`config.mk`:
```
export PLATFORM = sky130hd
export DESIGN_NAME = biriscv_div_unit
export DESIGN_NICKNAME = d
export VERILOG_FILES = /design/src/rtl/biriscv_div_unit.sv
export SDC_FILE = /design/constraint.sdc
export NUM_CORES = 1
export LEC_CHECK = 0
export ABC_AREA = 1
export BUFFER_PORTS_ARGS = -buffer_cell sky130_fd_sc_hd__buf_4
export CORE_ASPECT_RATIO = 1.75
export CORE_MARGIN = 2
export CORE_UTILIZATION = 50
export CTS_BUF_LIST = sky130_fd_sc_hd__clkbuf_8
export CTS_CLUSTER_DIAMETER = 80
export DETAILED_ROUTE_END_ITERATION = 12
export GPL_TIMING_DRIVEN = 0
export PLACE_DENSITY = 0.76
export SETUP_SLACK_MARGIN = 0.5
export SYNTH_ARGS = -nofsm -noshare
export SYNTH_HDL_FRONTEND = slang
export SYNTH_SLANG_ARGS = --single-unit
```
`constraint.sdc`:
```
create_clock -name clk_i -period 9.45 [get_ports clk_i]
set_input_delay 1.89 -clock clk_i [delete_from_list [all_inputs] [get_ports clk_i]]
set_output_delay 1.89 -clock clk_i [all_outputs]
set_load 0.01 [all_outputs]
```
`src/rtl/biriscv_div_unit.sv`:
```
// biriscv_div_unit: out-of-pipe iterative RV32M divider.
// One restoring radix-2 step per cycle: 32 RUN cycles, then a single DONE
// cycle that pulses complete_o with the sign-corrected quotient or remainder.
module biriscv_div_unit (
    input  logic        clk_i,
    input  logic        rst_ni,
    input  logic        valid_i,
    input  logic [31:0] opcode_i,
    input  logic [31:0] operand_ra_i,
    input  logic [31:0] operand_rb_i,
    input  logic        flush_i,
    output logic        busy_o,
    output logic        complete_o,
    output logic [31:0] result_o
);

    typedef enum logic [1:0] {
        ST_IDLE = 2'd0,
        ST_RUN  = 2'd1,
        ST_DONE = 2'd2
    } state_t;

    state_t      state_q;
    logic [31:0] quot_q;       // dividend bits shifting out, quotient bits shifting in
    logic [31:0] rem_q;        // partial remainder (always < divisor, fits in 32 bits)
    logic [31:0] divisor_q;
    logic        q_neg_q;
    logic        r_neg_q;
    logic        is_rem_q;
    logic [5:0]  count_q;
    logic [31:0] result_q;
    logic        complete_q;

    // Two's-complement negate when the captured sign flag is set.
    function automatic logic [31:0] apply_sign(input logic [31:0] value, input logic neg);
        return neg ? (~value + 32'd1) : value;
    endfunction

    // Magnitude of a value that is to be treated as signed.
    function automatic logic [31:0] magnitude(input logic [31:0] value, input logic neg);
        return neg ? (~value + 32'd1) : value;
    endfunction

    // ---------------------------------------------------------------
    // Operation decode (only used on the start edge)
    // ---------------------------------------------------------------
    logic [2:0]  funct3;
    logic        op_is_div_s;
    logic        op_is_rem_s;
    logic        op_is_rem;
    logic        ra_neg;
    logic        rb_neg;
    logic [31:0] ra_mag;
    logic [31:0] rb_mag;
    logic        q_neg_d;
    logic        r_neg_d;

    assign funct3      = opcode_i[14:12];
    assign op_is_div_s = (funct3 == 3'b100);
    assign op_is_rem_s = (funct3 == 3'b110);
    // 110/111 are remainders; every other code behaves as DIVU or DIV.
    assign op_is_rem   = funct3[2] & funct3[1];
    assign ra_neg      = (op_is_div_s | op_is_rem_s) & operand_ra_i[31];
    assign rb_neg      = (op_is_div_s | op_is_rem_s) & operand_rb_i[31];
    assign ra_mag      = magnitude(operand_ra_i, ra_neg);
    assign rb_mag      = magnitude(operand_rb_i, rb_neg);
    // A zero divisor yields an all-ones quotient that must not be negated.
    assign q_neg_d     = op_is_div_s & (ra_neg ^ rb_neg) & (operand_rb_i != 32'd0);
    assign r_neg_d     = op_is_rem_s & ra_neg;

    // ---------------------------------------------------------------
    // One restoring division step
    // ---------------------------------------------------------------
    logic [32:0] shifted;      // 33-bit partial remainder after the left shift
    logic [33:0] trial;
    logic        trial_ok;
    logic [31:0] rem_step;
    logic [31:0] quot_step;

    assign shifted   = {rem_q, quot_q[31]};
    assign trial     = {1'b0, shifted} - {2'b00, divisor_q};
    assign trial_ok  = ~trial[33];
    assign rem_step  = trial_ok ? trial[31:0] : shifted[31:0];
    assign quot_step = {quot_q[30:0], trial_ok};

    // Bits intentionally not consumed: opcode fields outside funct3, and the
    // top trial bit, which is always zero once the subtraction succeeds.
    logic unused_bits;
    assign unused_bits = ^{opcode_i[31:15], opcode_i[11:0], trial[32]};

    // Control FSM and datapath; reset clears everything, flush aborts.
    always_ff @(posedge clk_i) begin
        if (!rst_ni) begin
            state_q    <= ST_IDLE;
            quot_q     <= 32'd0;
            rem_q      <= 32'd0;
            divisor_q  <= 32'd0;
            q_neg_q    <= 1'b0;
            r_neg_q    <= 1'b0;
            is_rem_q   <= 1'b0;
            count_q    <= 6'd0;
            result_q   <= 32'd0;
            complete_q <= 1'b0;
        end else if (flush_i) begin
            state_q    <= ST_IDLE;
            complete_q <= 1'b0;
        end else begin
            case (state_q)
                ST_IDLE: begin
                    complete_q <= 1'b0;
                    if (valid_i) begin
                        state_q   <= ST_RUN;
                        quot_q    <= ra_mag;
                        rem_q     <= 32'd0;
                        divisor_q <= rb_mag;
                        q_neg_q   <= q_neg_d;
                        r_neg_q   <= r_neg_d;
                        is_rem_q  <= op_is_rem;
                        count_q   <= 6'd0;
                    end
                end
                ST_RUN: begin
                    quot_q  <= quot_step;
                    rem_q   <= rem_step;
                    count_q <= count_q + 6'd1;
                    if (count_q == 6'd31) begin
                        state_q    <= ST_DONE;
                        complete_q <= 1'b1;
                        result_q   <= is_rem_q ? apply_sign(rem_step, r_neg_q)
                                               : apply_sign(quot_step, q_neg_q);
                    end
                end
                ST_DONE: begin
                    // valid_i is still high here during the stall; do not restart.
                    state_q    <= ST_IDLE;
                    complete_q <= 1'b0;
                end
                default: begin
                    state_q    <= ST_IDLE;
                    complete_q <= 1'b0;
                end
            endcase
        end
    end

    assign busy_o     = (state_q == ST_RUN);
    assign complete_o = complete_q;
    assign result_o   = result_q;

endmodule

```
==> flow_metrics.env, run 1 <==
export IMPL_outcome="complete, no violations"
export IMPL_yosysMostFrequentCell="nand2_1"
export IMPL_powerDensity_nw_per_um2=129.5
export IMPL_port_buffers=104
export IMPL_fin_crit_ns=4.933
export IMPL_dieArea_um2=24280
export IMPL_min_period_over_period=0.5221
export IMPL_synth_area_leaders="dfxtp_1 (24%), nand2_1 (15%), inv_1 (8.5%)"
export IMPL_finalNonFillerCells=2365
export IMPL_hpwlAfterDp_um=35580
export IMPL_first_pass_iters=6
export IMPL_grt_pass1_vias=12960
export IMPL_synth_common_cells="nand2_1 (464), inv_1 (261), nor2_1 (181)"
export IMPL_clock_power_share=0.329
export IMPL_synthAdderAreaFrac=0.04200
export IMPL_ys_ff_latch=140
export IMPL_synth_top_family_by_area="simple AND/OR/NAND/NOR gates"
export IMPL_p_sw_mw=0.6192
export IMPL_diodes=0
export IMPL_worstHoldPathType="flip-flop to flip-flop"
export IMPL_holdWs_ns=0.4779
export IMPL_grt_setup_unrepaired="no"
export IMPL_clock_sinks=140
export IMPL_ant_nets=0
export IMPL_final_setup_worst_slack_ns=4.517
export IMPL_synth_cell_types=53
export IMPL_p_seq_frac=0.370
export IMPL_routed_wl_um=42730
export IMPL_drt_iter0_markers=842
export IMPL_final_util=0.5784
export IMPL_yosys_warnings=0
export IMPL_swShare=0.3649
export IMPL_power_total_mw=1.697
export IMPL_yosysTopAreaCellShare=0.2437
export IMPL_p_leak_nw=6.517
export IMPL_path_clk_slew_ns=0.08
export IMPL_skew_ns=0.01393
export IMPL_yosys_area_top_type="dfxtp_1"
export IMPL_regArea_um2=2803
export IMPL_worst_slew_pin_slew_ns=1.104
export IMPL_synth_compound_gate_area_share=0.2003
export IMPL_critPathMaxFanout=10
export IMPL_placed_area_um2=12660
export IMPL_worstPathArrival_ns=5.31
export IMPL_die_y_um=204.6
export IMPL_syn_nets=2067
export IMPL_path_class="flip-flop to flip-flop"
export IMPL_rows=73
export IMPL_final_area_um2=13100
export IMPL_syn_avg_cell_area_um2=5.962
export IMPL_cts_hold_buffers=0
export IMPL_synth_simple_area_share=0.3548
export IMPL_via_per_inst=5.548
export IMPL_synth_flop_cell="dfxtp_1"
export IMPL_io_pins=134
export IMPL_syn_cell_area_um2=11500
export IMPL_synth_xor_area_frac=0.03960
export IMPL_dieWidth_um=118.6
export IMPL_start_util=0.5077
export IMPL_core_um2=22650
export IMPL_wl_per_cell_um=18.07
export IMPL_maxSlewHeadroom=0.2610
export IMPL_clkLatencyLatePin_ns=0.49
export IMPL_slew_violations=0
export IMPL_drive_gt1_frac=0.1080
export IMPL_grt_pass1_wl_um=66480
export IMPL_finalWeightedCongestion=1.032
export IMPL_place_inst=2333
export IMPL_ys_seq_area_frac=0.2437
export IMPL_synth_area_mux_share=0
export IMPL_max_vdd_ir_drop_v=0.00009569
export IMPL_clk_path_buf_depth=2
export IMPL_syn_inst=1929
export IMPL_p_int_mw=1.078
export IMPL_root_buffer="clkbuf_8"
export IMPL_gr_total_overflow=0
export IMPL_postCtsSetupRepairBufs=0
export IMPL_routed_via_count=13120
export IMPL_grt_max_degree=17
export IMPL_fmax_mhz=202.7
export IMPL_tritoncts="yes"
export IMPL_fin_tns_setup_ns=0
export IMPL_crit_path_start_kind="flip-flop"
export IMPL_fillers=2384
export IMPL_numCtsBuffers=17
export IMPL_crit_path_end_kind="flip-flop"
export IMPL_required_ns=9.83
export IMPL_pre_cts_slack_ns=4.607
export IMPL_synth_edff_count=0
export IMPL_hold_viol_final=0
export IMPL_layout_area_overhead_vs_synth_pct=13.94
export IMPL_multi_input_area_um2=7322
export IMPL_setup_viol=0
export IMPL_track_usage=0.3565
export IMPL_cts_resized=0
export IMPL_power_frac_comb=0.301
export IMPL_cts_max_level=4
export IMPL_finalNetCount=2190
export IMPL_antenna_found_initial=0
export IMPL_synthArstFlopShare=0
export IMPL_post_route_drc_count=0
export IMPL_cap_violations=0
## flip-flops by register name (all words and copies together) (netlist names)
name and flops:
q_neg_q 1, state_q 2, count_q 6, complete_o 1, quot_q 32, result_o 32
r_neg_q 1, divisor_q 32, rem_q 32, is_rem_q 1
## power by group through the flow
stage | Combinational, mW | Sequential [mW] | Clock [mW]
floorplan | 0.341 | 0.635 | 0
global placement | 0.494 | 0.640 | 0
detailed placement | 0.498 | 0.640 | 0
CTS | 0.502 | 0.627 | 0.557
global route | 0.565 | 0.630 | 0.585
finish | 0.511 | 0.628 | 0.558
## routing by layer
metal	GRT usage	vias to the layer above	share of wire
met5	0	-	0
met4	0.3418	0	0.10
met3	0.04343	197	0.038
met2	0.6648	459	0.51
met1	0.3270	5886	0.35
li1	-	6578	-
## cells in the final DEF, fill, tap and decap left out, drive strengths merged, types with 7 or more instances in the layout
| cell type | Yosys | layout |
|---|---|---|
| nor2 | 193 | 193 |
| clkbuf | 57 | 76 |
| o22ai | 17 | 17 |
| nor3 | 35 | 35 |
| nand4 | 19 | 19 |
| a31oi | 17 | 17 |
| o211ai | 23 | 23 |
| xor2 | 38 | 38 |
| a221oi | 7 | 7 |
| nand3 | 170 | 170 |
| or2 | 10 | 10 |
| buf | 15 | 119 |
| nor4 | 7 | 7 |
| inv | 272 | 277 |
| xnor2 | 14 | 14 |
| ha | 37 | 37 |
| nand2 | 490 | 490 |
| a21oi | 153 | 153 |
| dfxtp | 140 | 140 |
| o21ai | 176 | 176 |
## worst paths after layout
kind	from	end	slack [ns]	cells after the start
worst max-delay path	divisor_q[24]	result_o[30]	4.52	26
worst min-delay path	count_q[5]	count_q[5]	0.48	2
worst max register to register	divisor_q[24]	result_o[30]	4.52	26
worst min register to register	count_q[5]	count_q[5]	0.48	2
## critical path, cell delays in order, from the launching register on
cell     delay (ns)
dfxtp_1        0.32
inv_1          0.26
ha_1           0.37
nand2_1        0.12
nand2_1        0.08
nor2_1         0.22
a21oi_2        0.11
nor2_4         0.30
nand2_8        0.11
inv_2          0.16
buf_6          0.19
ha_1           0.18
inv_1          0.06
nor3_1         0.20
inv_1          0.11
nor2_1         0.15
nand3_1        0.16
nor3_1         0.26
nand2_1        0.17
o21ai_0        0.31
o21ai_0        0.26
nor2_1         0.18
o21ai_0        0.12
o21ai_0        0.17
a21oi_1        0.06
nor2_1         0.11
a21oi_1        0.08
## layout make-up
type	instances	area share
plain buffers	72	0.02607
clock buffers	19	0.01996
clock inverters	13	0.01413
inverters	275	0.07888
multi-input cells	1442	0.5588
flip-flops and latches	140	0.2139
well taps	300	0.02865
repair buffers	104	0.05959
## logic make-up (layout without fill, tap and decap cells)
family | Yosys count | count (layout)
compound gates | 414 | 414
xor+xnor | 52 | 52
fa+ha+maj | 38 | 38
buf+inv | 347 | 483
flops | 140 | 140
simple gates | 938 | 938
(Power assumes the default switching activity.)
==> run 2, diff against run 1 <==
--- a/config.mk
+++ b/config.mk
@@ -5,7 +5,7 @@
 export SDC_FILE = /design/constraint.sdc
 export NUM_CORES = 1
 export LEC_CHECK = 0
-export ABC_AREA = 1
+export ABC_AREA = 0
 export BUFFER_PORTS_ARGS = -buffer_cell sky130_fd_sc_hd__buf_4
 export CORE_ASPECT_RATIO = 1.75
 export CORE_MARGIN = 2
@@ -14,7 +14,7 @@
 export CTS_CLUSTER_DIAMETER = 80
 export DETAILED_ROUTE_END_ITERATION = 12
 export GPL_TIMING_DRIVEN = 0
-export PLACE_DENSITY = 0.76
+export PLACE_DENSITY = 0.79
 export SETUP_SLACK_MARGIN = 0.5
 export SYNTH_ARGS = -nofsm -noshare
 export SYNTH_HDL_FRONTEND = slang
==> constraint.sdc (replaced) <==
create_clock -name clk_i -period 4.36 [get_ports clk_i]
set_input_delay 0.872 -clock clk_i [delete_from_list [all_inputs] [get_ports clk_i]]
set_output_delay 0.872 -clock clk_i [all_outputs]
set_load 0.01 [all_outputs]
==> run 2 against run 1 <==
Net effect:
- the run now ends with negative setup slack left
- synthesized cell count down 26%
- power up 130%
- clock skew up 0.0038 ns
- clock power up 130%
- final area up 8.5%
==> flow_metrics.env, run 2 <==
export IMPL_violations="negative setup slack"
export IMPL_synth_edff_count=0
export IMPL_synth_common_cells="nand2_1 (173), dfxtp_1 (140), nor2_1 (118)"
export IMPL_syn_nets=1570
export IMPL_synth_area_leaders="dfxtp_1 (26%), nand2_1 (6.0%), xor2_1 (5.9%)"
export IMPL_synth_flop_cell="dfxtp_1"
export IMPL_layout_common_cells="nand2_1 (163), buf_4 (162), nor2_1 (114)"
export IMPL_fmax_mhz=207.2
export IMPL_fillers=1724
export IMPL_crit_path_end_kind="flip-flop"
export IMPL_crit_path_start_kind="flip-flop"
export IMPL_holdWs_ns=0.4779
export IMPL_drt_iter0_markers=892
export IMPL_ys_ff_latch=140
export IMPL_routed_wl_um=41820
export IMPL_yosysTopAreaCellShare=0.2584
export IMPL_layout_commonest_cell="nand2_1"
export IMPL_grt_pass1_wl_um=62620
export IMPL_critPathMaxFanout=8
export IMPL_rr_worst_depth=22
export IMPL_rows=71
export IMPL_routed_top_layer="met4"
export IMPL_root_buffer="clkbuf_8"
export IMPL_path_clk_slew_ns=0.09
export IMPL_dieArea_um2=22930
export IMPL_min_period_over_period=1.107
export IMPL_powerDensity_nw_per_um2=271.0
export IMPL_skew_ns=0.01774
export IMPL_synth_simple_area_share=0.2211
export IMPL_routed_wl_met3_um=2678
export IMPL_hold_viol_final=0
export IMPL_clock_sinks=140
export IMPL_syn_avg_cell_area_um2=7.574
export IMPL_clk_path_buf_depth=2
export IMPL_crit_buf_inv=6
export IMPL_rr_startpoint="divisor_q[8]"
export IMPL_drive_gt1_frac=0.2555
export IMPL_core_um2=21410
export IMPL_port_buffers=104
export IMPL_synth_top_family_by_area="compound AO/OA/AOI/OAI gates"
export IMPL_clkLatencyLatePin_ns=0.51
export IMPL_synth_xor_area_frac=0.1050
export IMPL_tritoncts="yes"
export IMPL_worstPathArrival_ns=5.22
export IMPL_wl_per_cell_um=21.68
export IMPL_worst_slew_pin_slew_ns=0.9931
export IMPL_cap_violations=0
export IMPL_fin_tns_setup_ns=-3.647
export IMPL_grt_setup_unrepaired="yes"
export IMPL_final_setup_worst_slack_ns=-0.4669
export IMPL_track_usage=0.3585
export IMPL_via_per_inst=6.249
export IMPL_multi_input_area_um2=8431
export IMPL_synth_compound_gate_area_share=0.2925
export IMPL_setup_viol=9
export IMPL_grt_pass1_vias=11700
export IMPL_die_y_um=198.8
export IMPL_required_ns=4.76
export IMPL_gr_total_overflow=0
export IMPL_min_from="result_o[7]"
export IMPL_critPathTopFamily="compound AO/OA/AOI/OAI gates"
export IMPL_antenna_found_initial=1
export IMPL_hpwlAfterDp_um=30710
export IMPL_yosys_warnings=0
export IMPL_grt_max_degree=17
export IMPL_synthAdderAreaFrac=0.04453
export IMPL_yosysMostFrequentCell="nand2_1"
export IMPL_dieWidth_um=115.3
export IMPL_syn_cell_area_um2=10850
export IMPL_cpPeakStageDelay_ns=0.52
export IMPL_path_class="flip-flop to flip-flop"
export IMPL_regArea_um2=2860
export IMPL_worstHoldPathType="flip-flop to flip-flop"
export IMPL_synth_cell_types=88
export IMPL_fin_crit_ns=4.827
export IMPL_layout_area_overhead_vs_synth_pct=31.12
export IMPL_p_leak_nw=5.703
export IMPL_post_route_drc_count=0
export IMPL_slew_violations=0
export IMPL_finalNetCount=1761
export IMPL_max_vdd_ir_drop_v=0.0002454
export IMPL_routed_via_count=12060
export IMPL_worstPathCellList="inv_2 > ha_4 > buf_8 > a21oi_4 > o21ai_2 > a221o_2 > o2111ai_4 > nand2_4 > buf_12 > clkbuf_16 > clkbuf_16 > o21ai_4 > ha_4 > nand2_2 > a211o_4 > a21oi_2 > or4b_4 > a221oi_4 > buf_4 > a41oi_1 > xor2_1 > a21oi_1"
export IMPL_min_to="result_o[7]"
export IMPL_cts_max_level=4
export IMPL_wl_met1_um=13360
export IMPL_place_inst=1829
export IMPL_synth_area_mux_share=0.02434
export IMPL_synthArstFlopShare=0
export IMPL_reg2reg_slack_ns=-0.47
export IMPL_io_pins=134
export IMPL_finalNonFillerCells=1929
export IMPL_met2_wirelength_um=20600
export IMPL_slowest_stage="or4b_4"
export IMPL_outcome="finished with violations"
export IMPL_yosys_area_top_type="dfxtp_1"
export IMPL_finalWeightedCongestion=1.019
export IMPL_ys_seq_area_frac=0.2584
export IMPL_numCtsBuffers=17
export IMPL_first_pass_iters=8
export IMPL_maxSlewHeadroom=0.3328
export IMPL_rr_endpoint="result_o[24]"
export IMPL_ant_nets=0
export IMPL_syn_inst=1432
export IMPL_hold_depth=2
export IMPL_start_util=0.5066
==> run 2: worst register-to-register path: stages (launching register included) <==
cell and delay, ns:
dfxtp_2 0.35, inv_2 0.05, ha_4 0.23, buf_8 0.13, a21oi_4 0.16, o21ai_2 0.08
a221o_2 0.46, o2111ai_4 0.34, nand2_4 0.13, buf_12 0.16, clkbuf_16 0.14, clkbuf_16 0.16
o21ai_4 0.17, ha_4 0.17, nand2_2 0.05, a211o_4 0.30, a21oi_2 0.13, or4b_4 0.52
a221oi_4 0.36, buf_4 0.19, a41oi_1 0.12, xor2_1 0.24, a21oi_1 0.09
==> run 2: metal layers <==
| layer | global-route usage | up-vias |
|---|---|---|
| li1 | - | 5588 |
| met1 | 0.3418 | 5641 |
| met2 | 0.6279 | 601 |
| met3 | 0.06307 | 225 |
| met4 | 0.3449 | 0 |
| met5 | 0 | - |
==> run 2: kinds of logic (layout without fill, tap and decap cells) <==
logic type	after synthesis	count (layout)
multiplexers	26	26
adder cells (fa/ha/maj)	38	38
XOR/XNOR	130	130
other	0	1
flip-flops	140	140
AND/OR/NAND/NOR	499	499
AO/OA/AOI/OAI	464	464
buffers and inverters	135	339
==> run 2: worst max-delay path by stage <==
stage / startpoint / end / slack [ns] / cells past startpoint
finish: divisor_q[8] / result_o[24] / -0.47 / 22
global route: divisor_q[8] / result_o[26] / -0.53 / 22
CTS: rem_q[10] / result_o[24] / -0.37 / 21
detailed placement: divisor_q[22] / result_o[30] / -1.20 / 20
global placement: divisor_q[22] / result_o[28] / -1.28 / 20
floorplan: divisor_q[8] / result_o[30] / -0.16 / 22
==> run 2: area by class of cell <==
class / count / area share
Clock inverter: 15 / 0.01636
Timing Repair Buffer: 172 / 0.09369
Multi-Input combinational cell: 1157 / 0.5928
Tap cell: 292 / 0.02569
Clock buffer: 17 / 0.01645
Antenna cell: 1 / 0.0001759
Buffer: 82 / 0.03932
Inverter: 53 / 0.01443
Sequential cell: 140 / 0.2011
==> run 2: stage by stage <==
step | instance area, um2 | util | setup WS, ns | power (mW)
floorplan | 11080 | - | -0.1606 | 2.022
global placement | 12220 | 0.5710 | -1.280 | 2.302
detailed placement | 12240 | 0.5716 | -1.199 | 2.317
CTS | 13480 | 0.6296 | -0.3688 | 3.672
global route | 14220 | 0.6643 | -0.5328 | 3.976
finish | 14220 | 0.6643 | -0.4669 | 3.854
==> run 2: power breakdown <==
part,internal (mW),total (mW),leakage (nW),switching (mW)
sequential,1.32,1.37,1.15,0.0499
combinational,0.503,1.21,4.32,0.707
clock,0.690,1.28,0.226,0.587
total,2.51,3.85,5.70,1.34
==> run 2: timing repair <==
item	in CTS	in global routing
buffers inserted	36	31
gates resized for setup	122	119
pin swaps	42	52
endpoints found under the setup margin	39	31
hold buffers	0	0
==> run 3, diff against run 2 <==
--- a/config.mk
+++ b/config.mk
@@ -15,7 +15,7 @@
 export DETAILED_ROUTE_END_ITERATION = 12
 export GPL_TIMING_DRIVEN = 0
 export PLACE_DENSITY = 0.79
-export SETUP_SLACK_MARGIN = 0.5
+export SETUP_SLACK_MARGIN = 0.1
 export SYNTH_ARGS = -nofsm -noshare
 export SYNTH_HDL_FRONTEND = slang
 export SYNTH_SLANG_ARGS = --single-unit
==> run 3 against run 2 <==
Net effect:
- largest power group unchanged
- global-route usage fell by 1.5 points
- via count fell by 2.7%
- first-iteration DRC count fell by 13%
- routed wire length fell by 5.7%
- clock power fell by 14%
- critical endpoint is now result_o[22]
- final area fell by 5.3%
- sequential cell count did not move
- critical path depth fell by 1
- sequential share of layout area rose by 1.1 points
- sequential power barely moved
- clock skew fell by 0.0014 ns
- the run still ends with negative setup slack left
==> flow_metrics.env, run 3 (same netlist as run 2, synthesis figures left out) <==
export IMPL_numCtsBuffers=17
export IMPL_use_met3=0.04966
export IMPL_place_inst=1829
export IMPL_layout_commonest_cell="nand2_1"
export IMPL_regArea_um2=2853
export IMPL_fin_crit_ns=4.606
export IMPL_worstPathArrival_ns=4.97
export IMPL_layout_common_cells="nand2_1 (171), buf_4 (150), nor2_1 (117)"
export IMPL_final_area_um2=13480
export IMPL_grt_pass1_wl_um=60630
export IMPL_min_period_over_period=1.056
export IMPL_max_vdd_ir_drop_v=0.0001687
export IMPL_hold_viol_final=0
export IMPL_grt_setup_unrepaired="yes"
export IMPL_maxSlewHeadroom=0.3802
export IMPL_finalNetCount=1737
export IMPL_placed_area_um2=12240
export IMPL_clkLatencyLatePin_ns=0.49
export IMPL_gr_total_overflow=0
export IMPL_layout_area_overhead_vs_synth_pct=24.24
export IMPL_setup_viol=9
export IMPL_worst_slew_pin_slew_ns=0.9221
export IMPL_drt_iter0_markers=772
export IMPL_hpwlAfterDp_um=30590
export IMPL_fin_tns_setup_ns=-1.576
export IMPL_fillers=1892
export IMPL_tritoncts="yes"
export IMPL_start_util=0.5066
export IMPL_routed_wl_um=39430
export IMPL_fmax_mhz=217.1
export IMPL_skew_ns=0.01635
export IMPL_cts_max_level=4
export IMPL_grt_pass1_vias=11700
export IMPL_slew_violations=0
export IMPL_io_pins=134
export IMPL_first_pass_iters=7
export IMPL_routed_via_count=11730
export IMPL_via_per_inst=6.160
export IMPL_grtUsageMet1=0.3231
export IMPL_ant_nets=0
export IMPL_diodes=0
export IMPL_wl_per_cell_um=20.71
export IMPL_dieArea_um2=22930
export IMPL_power_total_mw=3.556
export IMPL_critPathMaxFanout=6
export IMPL_finalWeightedCongestion=1.017
export IMPL_cts_hold_buffers=0
export IMPL_clk_path_buf_depth=2
export IMPL_root_buffer="clkbuf_8"
export IMPL_antenna_found_initial=0
export IMPL_required_ns=4.72
export IMPL_die_y_um=198.8
export IMPL_multi_input_area_um2=8038
export IMPL_powerDensity_nw_per_um2=263.9
export IMPL_rows=71
export IMPL_use_met2=0.6097
export IMPL_busiest_layer="met2"
export IMPL_crit_path_end_kind="flip-flop"
export IMPL_crit_path_start_kind="flip-flop"
export IMPL_holdWs_ns=0.4820
export IMPL_path_clk_slew_ns=0.10
export IMPL_drive_gt1_frac=0.2115
export IMPL_core_um2=21410
export IMPL_violations="negative setup slack"
export IMPL_path_class="flip-flop to flip-flop"
export IMPL_p_leak_nw=5.445
export IMPL_port_buffers=104
export IMPL_dieWidth_um=115.3
export IMPL_worstHoldPathType="flip-flop to flip-flop"
export IMPL_grt_max_degree=17
export IMPL_cap_violations=0
export IMPL_track_usage=0.3438
export IMPL_clock_sinks=140
export IMPL_outcome="finished with violations"
export IMPL_final_setup_worst_slack_ns=-0.2463
export IMPL_post_route_drc_count=0
export IMPL_finalNonFillerCells=1904
-- run 3: cell count changes in the layout (fill, tap and decap cells not counted), sizes merged --
cell      previous run  this run
buf                189       164
clkinvlp             4         3
bufinv               5         1
inv                 55        60
diode                1         0
clkbuf              81        82
-- run 3: cell type report --
cell class / instances / area share
plain buffers: 78 / 0.03426
multi-input cells: 1157 / 0.5965
clock buffers: 17 / 0.01736
flip-flops and latches: 140 / 0.2117
clock inverters: 15 / 0.01263
repair buffers: 152 / 0.08524
well taps: 292 / 0.02711
inverters: 53 / 0.01523
-- run 3: layer usage --
layer  up-vias  share of wire
li1       5536              -
met3       184          0.050
met4         0           0.11
met5         -              0
met1      5519           0.33
met2       489           0.51
-- run 3: final timing paths --
path | from | endpoint | slack [ns] | depth (start not counted)
hold / removal | result_o[7] | result_o[7] | 0.48 | 2
setup reg to reg | rem_q[7] | result_o[22] | -0.25 | 21
hold reg to reg | result_o[7] | result_o[7] | 0.48 | 2
setup / recovery | rem_q[7] | result_o[22] | -0.25 | 21
-- run 3: repair_timing --
item / CTS / global route
buffers inserted: 30 / 17
pin swaps: 27 / 28
endpoints found under the setup margin: 32 / 25
gates resized for setup: 82 / 49
-- run 3: power breakdown --
group	total, mW	switching [mW]	leakage [nW]	internal (mW)
registers	1.36	0.0454	1.15	1.32
clock network	1.10	0.613	0.201	0.483
logic	1.10	0.644	4.09	0.452
-- run 3: per-stage QoR --
stage | setup WS (ns) | util
floorplan | -0.1606 | -
global placement | -1.269 | 0.5710
detailed placement | -1.202 | 0.5716
CTS | -0.3434 | 0.6155
global route | -0.3254 | 0.6294
finish | -0.2463 | 0.6294
-- run 3: worst max-delay path, stage by stage, from the launching register on --
cell,delay [ns]
dfxtp_4,0.38
ha_4,0.24
buf_6,0.13
a21oi_4,0.15
o21ai_4,0.09
a221o_2,0.47
o2111ai_4,0.32
nand2_4,0.12
buf_12,0.16
clkbuf_16,0.16
o21ai_4,0.17
ha_4,0.18
nand2_2,0.05
a211o_4,0.29
a21oi_2,0.10
or4b_4,0.51
a221oi_4,0.35
buf_4,0.18
buf_6,0.10
nand4_1,0.10
a21oi_2,0.16
o31ai_1,0.07
